[src/rtl/pong_pkg.sv]
// Shared definitions for the Pong frame sequencer: screen/object geometry,
// sequencer states, direction encoding and small arithmetic helpers.
package pong_pkg;

  // Screen and object geometry
  localparam int unsigned SCREEN_W     = 640;
  localparam int unsigned SCREEN_H     = 480;
  localparam int unsigned PAD_W        = 8;
  localparam int unsigned PAD_H        = 64;
  localparam int unsigned BALL_SZ      = 8;
  localparam int unsigned PAD_SPEED    = 4;
  localparam int unsigned BALL_SPEED   = 2;
  localparam int unsigned P1_X         = 16;
  localparam int unsigned P2_X         = 616;
  localparam int unsigned SERVE_FRAMES = 60;
  localparam int unsigned MAX_SCORE    = 9;

  // Datapath widths
  localparam int unsigned COORD_W = 10;
  localparam int unsigned CALC_W  = 11;
  localparam int unsigned SCORE_W = 4;
  localparam int unsigned SERVE_W = 6;

  // Derived positions
  localparam int unsigned PAD_Y_MAX  = SCREEN_H - PAD_H;
  localparam int unsigned PAD_Y_RST  = PAD_Y_MAX / 2;
  localparam int unsigned BALL_X_MAX = SCREEN_W - BALL_SZ;
  localparam int unsigned BALL_Y_MAX = SCREEN_H - BALL_SZ;
  localparam int unsigned BALL_X_CTR = BALL_X_MAX / 2;
  localparam int unsigned BALL_Y_CTR = BALL_Y_MAX / 2;

  // Signed working coordinate so underflow shows up as a negative value
  typedef logic signed [CALC_W-1:0] calc_t;

  typedef enum logic [2:0] {
    IDLE, PAD, MOVE, WALL, HIT, GOAL, COMMIT
  } state_e;

  // 0 = left/up, 1 = right/down
  typedef enum logic {
    DIR_NEG = 1'b0,
    DIR_POS = 1'b1
  } dir_e;

  function automatic calc_t to_calc(input logic [COORD_W-1:0] v);
    return calc_t'({1'b0, v});
  endfunction

  // Score increment saturating at MAX_SCORE
  function automatic logic [SCORE_W-1:0] score_inc(input logic [SCORE_W-1:0] s);
    return (s >= SCORE_W'(MAX_SCORE)) ? s : s + SCORE_W'(1);
  endfunction

endpackage

[src/rtl/pong_frame_ctrl_if.sv]
// Frame-control bus between the sequencer and its environment.
//   vsync, p1_up/dn, p2_up/dn : into the sequencer
//   x1/y1, x2/y2, xb/yb        : paddle and ball top-left positions
//   score1/score2, game_over   : game status
//   busy                       : update sequence in progress
interface pong_frame_ctrl_if;
  import pong_pkg::*;

  logic               vsync;
  logic               p1_up;
  logic               p1_dn;
  logic               p2_up;
  logic               p2_dn;
  logic [COORD_W-1:0] x1;
  logic [COORD_W-1:0] y1;
  logic [COORD_W-1:0] x2;
  logic [COORD_W-1:0] y2;
  logic [COORD_W-1:0] xb;
  logic [COORD_W-1:0] yb;
  logic [SCORE_W-1:0] score1;
  logic [SCORE_W-1:0] score2;
  logic               game_over;
  logic               busy;

  // Sequencer side
  modport slave (
    input  vsync, p1_up, p1_dn, p2_up, p2_dn,
    output x1, y1, x2, y2, xb, yb, score1, score2, game_over, busy
  );

  // Sync generator / button / VGA driver side
  modport master (
    output vsync, p1_up, p1_dn, p2_up, p2_dn,
    input  x1, y1, x2, y2, xb, yb, score1, score2, game_over, busy
  );

endinterface

[src/rtl/pong_paddle_step.sv]
// Combinational paddle step: move by PAD_SPEED on a lone up or down button,
// hold on both/neither, clamp to the visible range.
//   y_i        : current paddle top
//   up_i, dn_i : buttons
//   y_c_o      : next paddle top (combinational)
module pong_paddle_step
  import pong_pkg::*;
(
  input  logic [COORD_W-1:0] y_i,
  input  logic               up_i,
  input  logic               dn_i,
  output logic [COORD_W-1:0] y_c_o
);

  localparam calc_t Step = calc_t'(PAD_SPEED);
  localparam calc_t YMax = calc_t'(PAD_Y_MAX);

  calc_t y_sum;

  always_comb begin
    y_sum = to_calc(y_i);
    if (up_i && !dn_i) begin
      y_sum = y_sum - Step;
    end else if (dn_i && !up_i) begin
      y_sum = y_sum + Step;
    end

    y_c_o = y_sum[COORD_W-1:0];
    if (y_sum[CALC_W-1]) begin
      y_c_o = '0;
    end else if (y_sum > YMax) begin
      y_c_o = COORD_W'(PAD_Y_MAX);
    end
  end

endmodule

[src/rtl/pong_frame_ctrl.sv]
// Per-frame Pong sequencer. On each vsync falling edge it steps paddles,
// moves the ball, resolves wall/paddle bounces and goals in working
// registers, then loads every visible output in a single COMMIT cycle.
//   clk, rst : clock, synchronous active-high reset
//   frame_if : slave side of pong_frame_ctrl_if (vsync/buttons in,
//              positions, scores, game_over, busy out)
module pong_frame_ctrl
  import pong_pkg::*;
(
  input  logic clk,
  input  logic rst,
  pong_frame_ctrl_if.slave frame_if
);

  localparam calc_t Zero     = calc_t'(0);
  localparam calc_t BallStep = calc_t'(BALL_SPEED);
  localparam calc_t BallSz   = calc_t'(BALL_SZ);
  localparam calc_t PadW     = calc_t'(PAD_W);
  localparam calc_t PadH     = calc_t'(PAD_H);
  localparam calc_t P1X      = calc_t'(P1_X);
  localparam calc_t P2X      = calc_t'(P2_X);
  localparam calc_t BallXMax = calc_t'(BALL_X_MAX);
  localparam calc_t BallYMax = calc_t'(BALL_Y_MAX);
  localparam calc_t BallXCtr = calc_t'(BALL_X_CTR);
  localparam calc_t BallYCtr = calc_t'(BALL_Y_CTR);

  state_e             state_q, state_d;
  logic               vs_d_q;
  logic               busy_q, busy_d;

  // Committed (visible) state
  logic [COORD_W-1:0] y1_q, y1_d, y2_q, y2_d, xb_q, xb_d, yb_q, yb_d;
  logic [SCORE_W-1:0] score1_q, score1_d, score2_q, score2_d;
  logic               game_over_q, game_over_d;

  // Ball motion state and serve hold-off
  dir_e               dx_q, dx_d, dy_q, dy_d;
  logic [SERVE_W-1:0] serve_q, serve_d;

  // Working registers filled across the sequence
  logic [COORD_W-1:0] ny1_q, ny1_d, ny2_q, ny2_d;
  calc_t              nxb_q, nxb_d, nyb_q, nyb_d;
  logic [SCORE_W-1:0] nscore1_q, nscore1_d, nscore2_q, nscore2_d;
  logic               ngo_q, ngo_d;

  logic               frame_start_c;
  logic [COORD_W-1:0] ny1_c, ny2_c;
  logic               left_hit_c, right_hit_c;
  logic [SCORE_W-1:0] sc1_inc_c, sc2_inc_c;
  calc_t              ny1_s_c, ny2_s_c;

  assign frame_start_c = vs_d_q & ~frame_if.vsync;

  pong_paddle_step u_step1 (
    .y_i   (y1_q),
    .up_i  (frame_if.p1_up),
    .dn_i  (frame_if.p1_dn),
    .y_c_o (ny1_c)
  );

  pong_paddle_step u_step2 (
    .y_i   (y2_q),
    .up_i  (frame_if.p2_up),
    .dn_i  (frame_if.p2_dn),
    .y_c_o (ny2_c)
  );

  // Paddle overlap tests against the already-stepped paddle positions
  assign ny1_s_c = to_calc(ny1_q);
  assign ny2_s_c = to_calc(ny2_q);

  assign left_hit_c  = (dx_q == DIR_NEG) &&
                       (nxb_q <= P1X + PadW) && (nxb_q + BallSz > P1X) &&
                       (nyb_q + BallSz > ny1_s_c) && (nyb_q < ny1_s_c + PadH);

  assign right_hit_c = (dx_q == DIR_POS) &&
                       (nxb_q + BallSz >= P2X) && (nxb_q < P2X + PadW) &&
                       (nyb_q + BallSz > ny2_s_c) && (nyb_q < ny2_s_c + PadH);

  assign sc1_inc_c = score_inc(nscore1_q);
  assign sc2_inc_c = score_inc(nscore2_q);

  // Next-state and working-register update
  always_comb begin
    state_d     = state_q;
    y1_d        = y1_q;
    y2_d        = y2_q;
    xb_d        = xb_q;
    yb_d        = yb_q;
    score1_d    = score1_q;
    score2_d    = score2_q;
    game_over_d = game_over_q;
    dx_d        = dx_q;
    dy_d        = dy_q;
    serve_d     = serve_q;
    ny1_d       = ny1_q;
    ny2_d       = ny2_q;
    nxb_d       = nxb_q;
    nyb_d       = nyb_q;
    nscore1_d   = nscore1_q;
    nscore2_d   = nscore2_q;
    ngo_d       = ngo_q;

    unique case (state_q)
      IDLE: begin
        if (frame_start_c) state_d = PAD;
      end

      PAD: begin
        ny1_d     = ny1_c;
        ny2_d     = ny2_c;
        nscore1_d = score1_q;
        nscore2_d = score2_q;
        ngo_d     = game_over_q;
        state_d   = MOVE;
      end

      MOVE: begin
        if (game_over_q || (serve_q != '0)) begin
          if (!game_over_q) serve_d = serve_q - SERVE_W'(1);
          nxb_d   = BallXCtr;
          nyb_d   = BallYCtr;
          state_d = COMMIT;
        end else begin
          nxb_d   = (dx_q == DIR_POS) ? to_calc(xb_q) + BallStep : to_calc(xb_q) - BallStep;
          nyb_d   = (dy_q == DIR_POS) ? to_calc(yb_q) + BallStep : to_calc(yb_q) - BallStep;
          state_d = WALL;
        end
      end

      WALL: begin
        if (nyb_q <= Zero) begin
          nyb_d = Zero;
          dy_d  = DIR_POS;
        end else if (nyb_q >= BallYMax) begin
          nyb_d = BallYMax;
          dy_d  = DIR_NEG;
        end
        state_d = HIT;
      end

      HIT: begin
        // Snapped hit positions lie inside the field, so GOAL never fires after a hit
        if (left_hit_c) begin
          nxb_d = P1X + PadW;
          dx_d  = DIR_POS;
        end else if (right_hit_c) begin
          nxb_d = P2X - BallSz;
          dx_d  = DIR_NEG;
        end
        state_d = GOAL;
      end

      GOAL: begin
        if (nxb_q <= Zero) begin
          nscore2_d = sc2_inc_c;
          ngo_d     = ngo_q | (sc2_inc_c == SCORE_W'(MAX_SCORE));
          nxb_d     = BallXCtr;
          nyb_d     = BallYCtr;
          serve_d   = SERVE_W'(SERVE_FRAMES);
          dx_d      = DIR_NEG;
        end else if (nxb_q >= BallXMax) begin
          nscore1_d = sc1_inc_c;
          ngo_d     = ngo_q | (sc1_inc_c == SCORE_W'(MAX_SCORE));
          nxb_d     = BallXCtr;
          nyb_d     = BallYCtr;
          serve_d   = SERVE_W'(SERVE_FRAMES);
          dx_d      = DIR_POS;
        end
        state_d = COMMIT;
      end

      COMMIT: begin
        y1_d        = ny1_q;
        y2_d        = ny2_q;
        xb_d        = nxb_q[COORD_W-1:0];
        yb_d        = nyb_q[COORD_W-1:0];
        score1_d    = nscore1_q;
        score2_d    = nscore2_q;
        game_over_d = ngo_q;
        state_d     = IDLE;
      end

      default: state_d = IDLE;
    endcase

    busy_d = (state_d != IDLE);
  end

  // State and datapath registers
  always_ff @(posedge clk) begin
    if (rst) begin
      state_q     <= IDLE;
      vs_d_q      <= 1'b1;
      busy_q      <= 1'b0;
      y1_q        <= COORD_W'(PAD_Y_RST);
      y2_q        <= COORD_W'(PAD_Y_RST);
      xb_q        <= COORD_W'(BALL_X_CTR);
      yb_q        <= COORD_W'(BALL_Y_CTR);
      score1_q    <= '0;
      score2_q    <= '0;
      game_over_q <= 1'b0;
      dx_q        <= DIR_POS;
      dy_q        <= DIR_POS;
      serve_q     <= SERVE_W'(SERVE_FRAMES);
      ny1_q       <= COORD_W'(PAD_Y_RST);
      ny2_q       <= COORD_W'(PAD_Y_RST);
      nxb_q       <= BallXCtr;
      nyb_q       <= BallYCtr;
      nscore1_q   <= '0;
      nscore2_q   <= '0;
      ngo_q       <= 1'b0;
    end else begin
      state_q     <= state_d;
      vs_d_q      <= frame_if.vsync;
      busy_q      <= busy_d;
      y1_q        <= y1_d;
      y2_q        <= y2_d;
      xb_q        <= xb_d;
      yb_q        <= yb_d;
      score1_q    <= score1_d;
      score2_q    <= score2_d;
      game_over_q <= game_over_d;
      dx_q        <= dx_d;
      dy_q        <= dy_d;
      serve_q     <= serve_d;
      ny1_q       <= ny1_d;
      ny2_q       <= ny2_d;
      nxb_q       <= nxb_d;
      nyb_q       <= nyb_d;
      nscore1_q   <= nscore1_d;
      nscore2_q   <= nscore2_d;
      ngo_q       <= ngo_d;
    end
  end

  assign frame_if.x1        = COORD_W'(P1_X);
  assign frame_if.x2        = COORD_W'(P2_X);
  assign frame_if.y1        = y1_q;
  assign frame_if.y2        = y2_q;
  assign frame_if.xb        = xb_q;
  assign frame_if.yb        = yb_q;
  assign frame_if.score1    = score1_q;
  assign frame_if.score2    = score2_q;
  assign frame_if.game_over = game_over_q;
  assign frame_if.busy      = busy_q;

endmodule

[src/flat_wrapper.sv]
// flat-port wrapper written by rule: the top's interface ports become plain ports
module pong_frame_ctrl_flat import pong_pkg::*;
  (clk, rst, frame_if_vsync, frame_if_p1_up, frame_if_p1_dn, frame_if_p2_up, frame_if_p2_dn, frame_if_x1, frame_if_y1, frame_if_x2, frame_if_y2, frame_if_xb, frame_if_yb, frame_if_score1, frame_if_score2, frame_if_game_over, frame_if_busy);
  pong_frame_ctrl_if frame_if_i ();
  input  logic clk;
  input  logic rst;
  input wire logic [$bits(frame_if_i.vsync)-1:0] frame_if_vsync;
  input wire logic [$bits(frame_if_i.p1_up)-1:0] frame_if_p1_up;
  input wire logic [$bits(frame_if_i.p1_dn)-1:0] frame_if_p1_dn;
  input wire logic [$bits(frame_if_i.p2_up)-1:0] frame_if_p2_up;
  input wire logic [$bits(frame_if_i.p2_dn)-1:0] frame_if_p2_dn;
  output wire logic [$bits(frame_if_i.x1)-1:0] frame_if_x1;
  output wire logic [$bits(frame_if_i.y1)-1:0] frame_if_y1;
  output wire logic [$bits(frame_if_i.x2)-1:0] frame_if_x2;
  output wire logic [$bits(frame_if_i.y2)-1:0] frame_if_y2;
  output wire logic [$bits(frame_if_i.xb)-1:0] frame_if_xb;
  output wire logic [$bits(frame_if_i.yb)-1:0] frame_if_yb;
  output wire logic [$bits(frame_if_i.score1)-1:0] frame_if_score1;
  output wire logic [$bits(frame_if_i.score2)-1:0] frame_if_score2;
  output wire logic [$bits(frame_if_i.game_over)-1:0] frame_if_game_over;
  output wire logic [$bits(frame_if_i.busy)-1:0] frame_if_busy;
  assign frame_if_i.vsync = frame_if_vsync;
  assign frame_if_i.p1_up = frame_if_p1_up;
  assign frame_if_i.p1_dn = frame_if_p1_dn;
  assign frame_if_i.p2_up = frame_if_p2_up;
  assign frame_if_i.p2_dn = frame_if_p2_dn;
  assign frame_if_x1 = frame_if_i.x1;
  assign frame_if_y1 = frame_if_i.y1;
  assign frame_if_x2 = frame_if_i.x2;
  assign frame_if_y2 = frame_if_i.y2;
  assign frame_if_xb = frame_if_i.xb;
  assign frame_if_yb = frame_if_i.yb;
  assign frame_if_score1 = frame_if_i.score1;
  assign frame_if_score2 = frame_if_i.score2;
  assign frame_if_game_over = frame_if_i.game_over;
  assign frame_if_busy = frame_if_i.busy;
  pong_frame_ctrl u_core (.clk(clk), .rst(rst), .frame_if(frame_if_i));
endmodule
[config.mk]
export PLATFORM = sky130hd
export DESIGN_NAME = pong_frame_ctrl_flat
export DESIGN_NICKNAME = d
export VERILOG_FILES = /design/src/rtl/pong_pkg.sv /design/src/rtl/pong_frame_ctrl_if.sv /design/src/rtl/pong_paddle_step.sv /design/src/rtl/pong_frame_ctrl.sv /design/src/flat_wrapper.sv
export SDC_FILE = /design/constraint.sdc
export NUM_CORES = 1
export LEC_CHECK = 0
export BUFFER_PORTS_ARGS = -buffer_cell sky130_fd_sc_hd__buf_2
export CORE_MARGIN = 2
export CORE_UTILIZATION = 60
export CTS_CLUSTER_SIZE = 25
export DETAILED_ROUTE_END_ITERATION = 12
export PLACE_DENSITY = 0.81
export SETUP_SLACK_MARGIN = 0.4
export SLEW_MARGIN = 20
export SYNTH_ARGS = -nofsm -noshare
export SYNTH_HDL_FRONTEND = slang
export SYNTH_SLANG_ARGS = --single-unit
[constraint.sdc]
create_clock -name clk -period 7 [get_ports clk]
set_input_delay 0.35 -clock clk [delete_from_list [all_inputs] [get_ports clk]]
set_output_delay 0.35 -clock clk [all_outputs]
set_load 0.01 [all_outputs]
Word-level counts from Yosys, hierarchy flattened
Index checks and enable logic that the tools add are counted.
Storage, ports and cells
  bits in registers: 113
  latch bits: 0
  bits in writable memories: 0
  memory bits (read-only): 0
  bits of input ports: 7
  output and inout port bits: 70
  memories kept: 0
Cells by class
  $add $sub $neg: 15
  multiply operators: 0
  div/mod/pow operators: 0
  magnitude comparators: 16
  equal/unequal tests: 16
  shift-type cells: 0
  mux-type cells: 47
  bitwise operators: 5
  reductions and logical operators: 34
Operators by type and width (count)
  $mux W11: 16
  $pmux W11 S3: 2
  $mux W10: 4
  $mux W6: 4
  $add A10 B2 Y11 const B: 2
  $add A10 B3 Y11 const B: 2
  $add A10 B7 Y11 const B: 2
  $add A11 B5 Y11 const B: 2
  $ge A11 B11 Y1 const B: 2
  $gt A11 B10 Y1 const B: 2
  $gt A11 B11 Y1: 2
  $le A11 B1 Y1 const B: 2
  $lt A11 B11 Y1: 2
  $sub A10 B2 Y11 const B: 2
  $sub A10 B3 Y11 const B: 2
  $mux W4: 5
  $pmux W3 S6: 1
  $pmux W4 S2: 2
  $logic_and A1 B1 Y1: 12
  $pmux W6 S2: 1
  $reduce_and A3 Y1: 4
  $ge A11 B10 Y1 const B: 1
  $gt A11 B6 Y1 const B: 1
  $le A11 B6 Y1 const B: 1
  other kinds (25): 57

Depth between registers and ports, before layout
Gate-level depths: netlist (run 1).
  depth in word-level cells: 9
  depth in mapped cells: 12

By module
From an unflattened synthesis (run 1), not the netlist that was laid out.
Second synthesis, totals
  cells, all modules: 1002
  area total of the unflattened synthesis: 7802.5 sq um
Modules (own cells, without submodules)
  pong_frame_ctrl: instances 1, cells an instance 861, area each 6769.0 sq um, sequential area each 2262.2 sq um
  pong_paddle_step (u_core.u_step1): instances 1, cells an instance 78, area each 565.5 sq um, sequential area each 0.0 sq um
  pong_paddle_step (u_core.u_step2): instances 1, cells an instance 63, area each 467.9 sq um, sequential area each 0.0 sq um

Worst setup path after synthesis (run 1)
OpenSTA, ideal clock, no wires.
  path kind: flip-flop to flip-flop
  start: register u_core.nyb_q[4]
  end: register u_core.nxb_q[3]
  setup time: 0.122 ns
  arrival time: 3.017 ns
  path slack: 3.861 ns
  stages on the path, launching flop included: 12
  period minus slack after synthesis: 3.139 ns
  cell sequence: dfxtp_1 ha_1 nand3_1 xnor2_1 ha_1 nand3_1 nor2_1 a221o_1 a2111oi_1 a21boi_0 a21o_1 a221o_1
On the way
  cells in the longest elaborated chain, start to end: 6
Ends and longest elaborated chain
  from (decl): RTL line pong_frame_ctrl.sv:42  | calc_t nxb_q, nxb_d, nyb_q, nyb_d;
  from (signal assigned): RTL line pong_frame_ctrl.sv:209  | nyb_q <= BallYCtr;
  from (signal assigned): RTL line pong_frame_ctrl.sv:230  | nyb_q <= nyb_d;
  $add A11 B5 Y11: RTL line pong_frame_ctrl.sv:74, pong_frame_ctrl.sv:78
  $gt A11 B11 Y1 (on tied branches): RTL line pong_frame_ctrl.sv:78, pong_frame_ctrl.sv:74
  $logic_and A1 B1 Y1 (on tied branches): RTL line pong_frame_ctrl.sv:77, pong_frame_ctrl.sv:73
  $logic_and A1 B1 Y1 (on tied branches): RTL line pong_frame_ctrl.sv:78, pong_frame_ctrl.sv:74
  $ne A3 B1 Y1 (no source line) / $mux W11 (equally long branches)
  $reduce_and A3 Y1 (no source line) / $pmux W11 S3 (equally long branches)
  to (signal assigned): RTL line pong_frame_ctrl.sv:208  | nxb_q <= BallXCtr;
  to (signal assigned): RTL line pong_frame_ctrl.sv:229  | nxb_q <= nxb_d;
  to (decl): RTL line pong_frame_ctrl.sv:42
Several ways; a longest one is shown, not always the timed one.
A chain may end at the register's enable or synchronous reset.

Final worst setup path (run 1)
  start: register u_core.nyb_q[6]
  end: register u_core.nxb_q[7]
The elaborated chain is that of the path after synthesis.

==> Flow_metrics.wiki, run 1 <==
{| class="wikitable"
! Metric !! Value
|-
| Max-Slew Margin vs Limit || about a third
|-
| CTS tree || done
|-
| Number of enable-type register cells in the synthesized netlist || 0
|-
| Cell type contributing the most total cell area after synthesis || sky130_fd_sc_hd__dfxtp_1
|-
| Count of inserted antenna diode cells || 0
|-
| Register share of total power || 37.2%
|-
| Die ar. || around 13,000 µm²
|-
| Htree depth || 4
|-
| Global placer's final weighted congestion || 0.889
|-
| CP Cell Sequence || and3_1 > nand3_1 > xnor2_1 > ha_1 > nand3_1 > nor2_1 > a221o_1 > a2111oi_1 > a21boi_0 > a21oi_1 > mux2i_1
|-
| Overall via count from detail_route || about 6,900
|-
| Flip-flop and latch count after synthesis || about 110
|-
| Part of the power in the clock network || 49.0%
|-
| Most Crowded Layer GR || met2
|-
| Number of detailed-routing iterations run before antenna repair || 5
|-
| Max-capacitance violation count || 0
|-
| Count of buffers inserted at the top-level ports || 56
|-
| First-pass GRT wire length || 30.6 mm
|-
| Most common cell type on the critical path || sky130_fd_sc_hd__nand3_1
|-
| Wirelength per Cell || 16.4 µm
|-
| Mean Syn Cell Area || 7.95 µm²
|-
| Main synth FF type || sky130_fd_sc_hd__dfxtp_1
|-
| Comb pwr share || 13.8%
|-
| Post-synth cell types || 67
|-
| Fin cells || 1,159
|-
| Worst skew pair latency || 0.43 ns
|-
| Clock transition at the registers of the reported paths || about 0.06 ns
|-
| Number of buffers added to fix hold violations after cts || 0
|-
| Core area || 12,100 µm²
|-
| RSZ-0062 raised after global routing || false
|-
| Status || completed
|-
| Max stage delay cell, worst path || sky130_fd_sc_hd__a2111oi_1
|-
| Type of element capturing the critical path || register
|-
| Via count normalized by instance count || 5.98
|-
| Total clock buffers created by CTS || 17
|-
| Clock root buffer master || sky130_fd_sc_hd__clkbuf_16
|-
| Int Power || 1.37 mW
|-
| Final Setup Violations || 0
|-
| Pin count of the biggest net entering global routing || 77
|-
| Worst VDD drop || 0.150 mV
|-
| Clock tree buffer depth || 2
|-
| Largest driver fanout on the critical path || 11
|-
| Worst EP required || 7.36 ns
|-
| Final clock period utilization by the worst path || between 50% and 60%
|-
| Placed instance count || 1,127
|-
| Initial antenna violation count || 0
|-
| Number of warning messages in the yosys log || 0
|-
| Layout cell share with drive strength beyond 1 || 10.4%
|-
| Commonest cells after routing, fill and taps aside || 139 x sky130_fd_sc_hd__nand2_1, 113 x sky130_fd_sc_hd__dfxtp_1, 86 x sky130_fd_sc_hd__a21oi_1
|-
| Initial cell density of the core || 61.7%
|-
| Max-slew violations || 0
|-
| Path type of the worst min-delay path || in2reg
|-
| Syn Inst Count || ~940
|-
| Clock sink count || 113
|-
| Number of rows created at floorplan || 40
|-
| Fin. Hold Viols || 0
|-
| Final net count || 1,056
|-
| Cell Area, Synth || 7440 µm²
|-
| Share of Yosys cell area claimed by the top area cell type || 30.4%
|-
| Leak pwr || about 3.5 nW
|-
| Sw Pwr || 0.532 mW
|-
| Die Y || 115 µm
|-
| Total power divided by cell area || 228 nW/µm²
|-
| HPWL after detailed placement || ~13 mm
|-
| Achievable frequency || ~0.27 GHz
|-
| I/O Pins || 77
|-
| Total routing usage reported by global routing || 29.4%
|-
| Count of unresolved DRC violations after routing || 0
|-
| Summed negative setup slack over all endpoints || 0 ns
|-
| Worst setup path class || reg2reg
|-
| Kind of start point of the critical path || register
|-
| Floorplan die width || ~120 µm
|-
| Most common library cell in the layout ignoring fill and taps || sky130_fd_sc_hd__nand2_1
|-
| Total wire length || 19.0 mm
|-
| Detailed Route Iter0 Violations || 623
|-
| Met3 layer usage reported by global route || ~6.9%
|-
| Global Route met1 Usage || 38.1%
|-
| Switching part of the total power || between 20% and 30%
|-
| Arrival time worst endpoint || 4.11 ns
|-
| Async SR Flop Fraction || 0%
|-
| Crit-path max cell delay || 0.72 ns
|-
| Slew of the pin with the lowest slew margin || 1.02 ns
|-
| Dominant cells by area after synthesis || sky130_fd_sc_hd__dfxtp_1 30%, sky130_fd_sc_hd__ha_1 12%, sky130_fd_sc_hd__nand2_1 7.0%
|-
| Final clock skew || 0.0130 ns
|-
| Number of cells upsized or downsized after cts || 0
|-
| Antenna-violating nets left || 0
|-
| Grt met2 use || 47.5%
|-
| Total setup buffers inserted after CTS || 0
|-
| Remaining global-route overflow || 0
|-
| Number of global-route vias before repair || ~6,200
|-
| Seq/Total Area, Yosys || 30.4%
|-
| Crit path time final || 3.75 ns
|-
| Hold WS || 0.120 ns
|-
| P&R area growth vs syn || 12.3%
|}
## routing by layer
layer	vias to the layer above	routed length (µm)
met1	3234	8670
met2	235	8810
met3	39	1100
met4	0	465
met5	-	0
li1	3426	-
## power by group through the flow
| stage | sequential, mW | combinational, mW | clock (mW) |
|---|---|---|---|
| 6_report | 0.708 | 0.264 | 0.933 |
| 3_5_place_dp | 0.720 | 0.256 | 0 |
| 3_3_place_gp | 0.719 | 0.253 | 0 |
| 4_1_cts | 0.706 | 0.260 | 0.941 |
| 5_1_grt | 0.711 | 0.296 | 0.974 |
| 2_1_floorplan | 0.703 | 0.218 | 0 |
## flip-flops by register name, summed over array words and instances, names as in the netlist, 3 cells and up
signal,flops
u_core.frame_if.y1,10
u_core.frame_if.yb,10
u_core.ny2_q,10
u_core.frame_if.xb,10
u_core.nscore1_q,4
u_core.frame_if.score1,4
u_core.frame_if.score2,4
u_core.serve_q,6
u_core.nscore2_q,4
u_core.frame_if.y2,10
u_core.state_q,3
u_core.ny1_q,10
u_core.nyb_q,11
u_core.nxb_q,11
## synthesized netlist by cell type (5+ instances only)
library cell / n
sky130_fd_sc_hd__buf_4: 24
sky130_fd_sc_hd__nand3_1: 33
sky130_fd_sc_hd__nor3_1: 20
sky130_fd_sc_hd__and2_1: 7
sky130_fd_sc_hd__a22o_1: 9
sky130_fd_sc_hd__o211ai_1: 22
sky130_fd_sc_hd__xnor2_1: 33
sky130_fd_sc_hd__a21o_1: 11
sky130_fd_sc_hd__mux2i_1: 7
sky130_fd_sc_hd__dfxtp_1: 113
sky130_fd_sc_hd__o21ai_0: 37
sky130_fd_sc_hd__a31oi_1: 6
sky130_fd_sc_hd__xor2_1: 9
sky130_fd_sc_hd__a211oi_1: 9
sky130_fd_sc_hd__o31ai_1: 8
sky130_fd_sc_hd__nand4_1: 9
sky130_fd_sc_hd__nand3b_1: 5
sky130_fd_sc_hd__clkbuf_1: 26
sky130_fd_sc_hd__nor4_1: 5
sky130_fd_sc_hd__and3_1: 10
sky130_fd_sc_hd__or3_1: 14
sky130_fd_sc_hd__nor2_1: 47
sky130_fd_sc_hd__nand2b_1: 10
sky130_fd_sc_hd__a221o_1: 8
sky130_fd_sc_hd__a21oi_1: 86
sky130_fd_sc_hd__o22ai_1: 5
sky130_fd_sc_hd__inv_1: 58
sky130_fd_sc_hd__and4_1: 6
sky130_fd_sc_hd__nor2b_1: 7
sky130_fd_sc_hd__or2_2: 5
sky130_fd_sc_hd__o21bai_1: 6
sky130_fd_sc_hd__a21boi_0: 6
sky130_fd_sc_hd__a211o_1: 6
sky130_fd_sc_hd__nand2_1: 139
sky130_fd_sc_hd__ha_1: 69
## final cells by class
| type | count | area (µm²) |
|---|---|---|
| Fill cell | 1022 | 3700 |
| Timing Repair Buffer | 59 | 303 |
| Tap cell | 168 | 210 |
| Inverter | 58 | 218 |
| Clock buffer | 18 | 429 |
| Clock inverter | 14 | 206 |
| Multi-Input combinational cell | 729 | 4730 |
| Sequential cell | 113 | 2260 |
## cell families after synthesis
| group | Yosys count | share of synthesized area (%) |
|---|---|---|
| compound gates | 256 | 22.7 |
| xor+xnor | 42 | 4.94 |
| fa+ha+maj | 71 | 12.1 |
| buf+inv | 113 | 7.08 |
| flops | 113 | 30.4 |
| mux | 7 | 0.941 |
| other cells | 2 | 0.101 |
| simple gates | 333 | 21.7 |
## critical path: cells and delay by family (launching register included)
kind                       cells  cell delay [ns]
and+or+nand+nor                4             0.53
xor gates and xnor gates       1             0.25
adders and majority gates      1             0.29
DFF                            1             0.57
AOI/OAI and AO/OA              4             1.82
muxes                          1             0.23
## final timing paths
kind | slack (ns) | to | cells after the start | start
worst max-delay path | 3.25 | u_core.nxb_q[7] | 11 | u_core.nyb_q[6]
worst min-delay path | 0.12 | u_core.vs_d_q | 3 | frame_if_vsync
worst min register to register | 0.46 | u_core.frame_if.game_over | 2 | u_core.ngo_q
worst max register to register | 3.25 | u_core.nxb_q[7] | 11 | u_core.nyb_q[6]
## through the flow
stage | utilization [%] | power [mW] | cell area [µm²] | setup slack [ns]
5_1_grt | 69.3 | 1.98 | 8360 | 2.84
3_3_place_gp | 64.0 | 0.973 | 7720 | 3.39
4_1_cts | 69.3 | 1.91 | 8360 | 3.30
2_1_floorplan | - | 0.921 | 7510 | 3.86
6_report | 69.3 | 1.90 | 8360 | 3.25
3_5_place_dp | 64.0 | 0.976 | 7720 | 3.33
No activity file was read; power rests on OpenSTA's default activity.
==> inputs of run 2 (changes only) <==
--- a/config.mk
+++ b/config.mk
@@ -7,10 +7,10 @@
 export LEC_CHECK = 0
 export BUFFER_PORTS_ARGS = -buffer_cell sky130_fd_sc_hd__buf_2
 export CORE_MARGIN = 2
-export CORE_UTILIZATION = 60
+export CORE_UTILIZATION = 54
 export CTS_CLUSTER_SIZE = 25
 export DETAILED_ROUTE_END_ITERATION = 12
-export PLACE_DENSITY = 0.81
+export PLACE_DENSITY = 0.77
 export SETUP_SLACK_MARGIN = 0.4
 export SLEW_MARGIN = 20
 export SYNTH_ARGS = -nofsm -noshare
==> constraint.sdc (replaced) <==
create_clock -name clk -period 3.05 [get_ports clk]
set_input_delay 0.1525 -clock clk [delete_from_list [all_inputs] [get_ports clk]]
set_output_delay 0.1525 -clock clk [all_outputs]
set_load 0.01 [all_outputs]
==> run 2 against run 1 <==
Compared with the run above:
- wire length is 6.6% higher
- combinational power grew to 2.9 times the previous value
- clock skew shrank 0.0045 ns
- first-iteration DRC count increased by 17%
- sequential share of layout area shrank 1.5 points
- final cell count up 4.3%
- clock power rose by 120%
- register-to-register slack worse by 3.0 ns
- final area grew 7.5%
- critical path type unchanged
- largest power group unchanged
==> Flow_metrics.wiki, run 2 (same netlist as run 1, synthesis figures left out) <==
{| class="wikitable"
! Metric !! Value
|-
| Area of placed instances || 7910 µm² (+2.5%)
|-
| Leak pwr || 3.79 nW (+7.0%)
|-
| Timing endpoint of the critical path || u_core.nxb_q[9]
|-
| Fin. Hold Viols || 0 (unchanged)
|-
| Wirelength per Cell || 16.8 µm (+2.2%)
|-
| Kind of start point of the critical path || register
|-
| Worst EP required || 3.34 ns (-4.02 ns)
|-
| Worst Setup SP || u_core.nyb_q[6]
|-
| Clock transition at the registers of the reported paths || 0.06 ns (about the same)
|-
| Achievable frequency || 0.359 GHz (+35%)
|-
| Max-slew violations || 0 (unchanged)
|-
| Worst VDD drop || 0.337 mV (+130%)
|-
| Arrival time worst endpoint || 3.07 ns (-1.04 ns)
|-
| R2r setup slk || 0.26 ns (-2.99 ns)
|-
| Number of rows created at floorplan || 42 (+5.0%)
|-
| P&R area growth vs syn || 20.7%
|-
| Status || completed
|-
| Via count normalized by instance count || 5.94 (-0.73%)
|-
| Dpl ws || 0.139 ns (-3.19 ns)
|-
| Pin count of the biggest net entering global routing || 58 (-25%)
|-
| Count of inserted antenna diode cells || 0 (unchanged)
|-
| Largest driver fanout on the critical path || 7 (-4)
|-
| Total clock buffers created by CTS || 17 (unchanged)
|-
| CTS tree || done
|-
| Commonest cells after routing, fill and taps aside || 139 x sky130_fd_sc_hd__nand2_1, 98 x sky130_fd_sc_hd__dfxtp_1, 83 x sky130_fd_sc_hd__a21oi_1
|-
| Detailed Route Iter0 Violations || 730 (+17%)
|-
| Final net count || 1,098 (+4.0%)
|-
| Antenna-violating nets left || 0 (unchanged)
|-
| Hold Crit Start || frame_if_p2_dn
|-
| HPWL after detailed placement || 14.1 mm (+6.0%)
|-
| Final Setup Violations || 0 (unchanged)
|-
| Number of detailed-routing iterations run before antenna repair || 5 (unchanged)
|-
| Final clock period utilization by the worst path || 91.4% (+38 points)
|-
| Max-Slew Margin vs Limit || 56.9% (+25 points)
|-
| Remaining global-route overflow || 0 (unchanged)
|-
| RSZ-0062 raised after global routing || true
|-
| Crit path time final || 2.79 ns (-0.964 ns)
|-
| Count of unresolved DRC violations after routing || 0 (unchanged)
|-
| Clock sink count || 113 (unchanged)
|-
| Core area || 13,300 µm² (+11%)
|-
| Total routing usage reported by global routing || 28.0% (-1.4 points)
|-
| Die Y || 121 µm (+5.2%)
|-
| Worst setup path class || reg2reg
|-
| Floorplan die width || 121 µm (+5.2%)
|-
| Initial antenna violation count || 0 (unchanged)
|-
| Slew of the pin with the lowest slew margin || 0.646 ns (-0.371 ns)
|-
| Summed negative setup slack over all endpoints || 0 ns (unchanged)
|-
| Total power divided by cell area || 494 nW/µm² (+120%)
|-
| Htree depth || 4 (unchanged)
|-
| Path type of the worst min-delay path || in2reg
|-
| Final design area excluding fillers || 8990 µm² (+7.5%)
|-
| Global placer's final weighted congestion || 0.899 (+1.2%)
|-
| Initial cell density of the core || 55.8% (-5.9 points)
|-
| Type of element capturing the critical path || register
|-
| Reg-to-Reg Start || u_core.nyb_q[6]
|-
| I/O Pins || 77 (unchanged)
|-
| Worst skew pair latency || 0.42 ns (about the same)
|-
| Max-capacitance violation count || 0 (unchanged)
|-
| Overall via count from detail_route || 7,180 (+3.5%)
|-
| Die ar. || 14,700 µm² (+11%)
|-
| Largest registers ranked by flip-flop count || u_core.nxb_q: 11 flops, u_core.nyb_q: 11 flops
|-
| Number of cell instances on the worst register-to-register path || 13 (+2)
|-
| Final clock skew || 0.00855 ns (-0.00448 ns)
|-
| Clock root buffer master || sky130_fd_sc_hd__clkbuf_16
|-
| Clock tree buffer depth || 2 (unchanged)
|-
| Layout cell share with drive strength beyond 1 || 18.7% (+8.3 points)
|-
| Most common library cell in the layout ignoring fill and taps || sky130_fd_sc_hd__nand2_1
|-
| Capture instance of the worst register-to-register path || u_core.nxb_q[9]
|-
| Setup ws final || 0.264 ns (-2.99 ns)
|-
| Total wire length || 20.3 mm (+6.6%)
|-
| Count of buffers inserted at the top-level ports || 56 (unchanged)
|-
| First-pass GRT wire length || 32.9 mm (+7.2%)
|-
| Number of global-route vias before repair || 6,651 (+6.6%)
|}
==> run 2: report_power, final <==
group | internal (mW) | switching, mW
logic | 0.328 | 0.437
clock network | 1.32 | 0.747
registers | 1.53 | 0.0771
==> run 2: worst max-delay path, stage by stage (launching register included) <==
cell and delay (ns):
sky130_fd_sc_hd__dfxtp_4 0.39, sky130_fd_sc_hd__and3_4 0.22, sky130_fd_sc_hd__nand3_4 0.09, sky130_fd_sc_hd__xnor2_4 0.16, sky130_fd_sc_hd__ha_4 0.30, sky130_fd_sc_hd__nand3_2 0.08, sky130_fd_sc_hd__buf_4 0.14, sky130_fd_sc_hd__a21oi_1 0.15
sky130_fd_sc_hd__a211oi_2 0.08, sky130_fd_sc_hd__a2111oi_4 0.35, sky130_fd_sc_hd__a21boi_2 0.11, sky130_fd_sc_hd__buf_4 0.16, sky130_fd_sc_hd__nor2_1 0.27, sky130_fd_sc_hd__a221oi_1 0.14
==> run 2: timing repair <==
item                                   CTS  global route
endpoints found under the hold margin    1             0
setup buffers                           18             5
pin swaps                               15            13
hold buffers                             1             0
setup endpoints to repair               12            27
gates resized for setup                 30            34
==> run 2: how the worst min path moves through the flow <==
stage | to | slack, ns | depth (start not counted)
floorplan | u_core.vs_d_q | 0.25 | 2
global placement | u_core.vs_d_q | 0.35 | 3
detailed placement | u_core.vs_d_q | 0.35 | 3
CTS | u_core.frame_if.game_over | 0.21 | 3
global route | u_core.frame_if.game_over | 0.24 | 3
finish | u_core.ny2_q[2] | 0.24 | 4
==> run 2: per-stage QoR <==
stage	total power [mW]	instances	utilization, %	hold slack [ns]
finish	4.44	1209	67.3	0.240
global route	4.61	1209	67.3	0.239
CTS	4.38	1204	65.7	0.212
detailed placement	2.28	1153	59.3	0.354
global placement	2.27	1153	59.3	0.349
floorplan	2.12	955	-	0.249
==> run 2: layout make-up <==
| class | count | area [µm²] |
|---|---|---|
| fill | 1116 | 4360 |
| timing repair buffer | 101 | 636 |
| clock inverter | 14 | 181 |
| inverter | 58 | 220 |
| multi-input combinational | 729 | 4990 |
| clock buffer | 18 | 439 |
| tap | 176 | 220 |
| sequential | 113 | 2300 |
==> run 2: per-layer routing <==
layer,wire length (µm),vias up,global-route usage [%]
met5,0,-,0
met4,552,0,8.33
met3,1100,45,5.31
met2,9450,266,46.7
met1,9210,3357,36.8
li1,-,3512,-
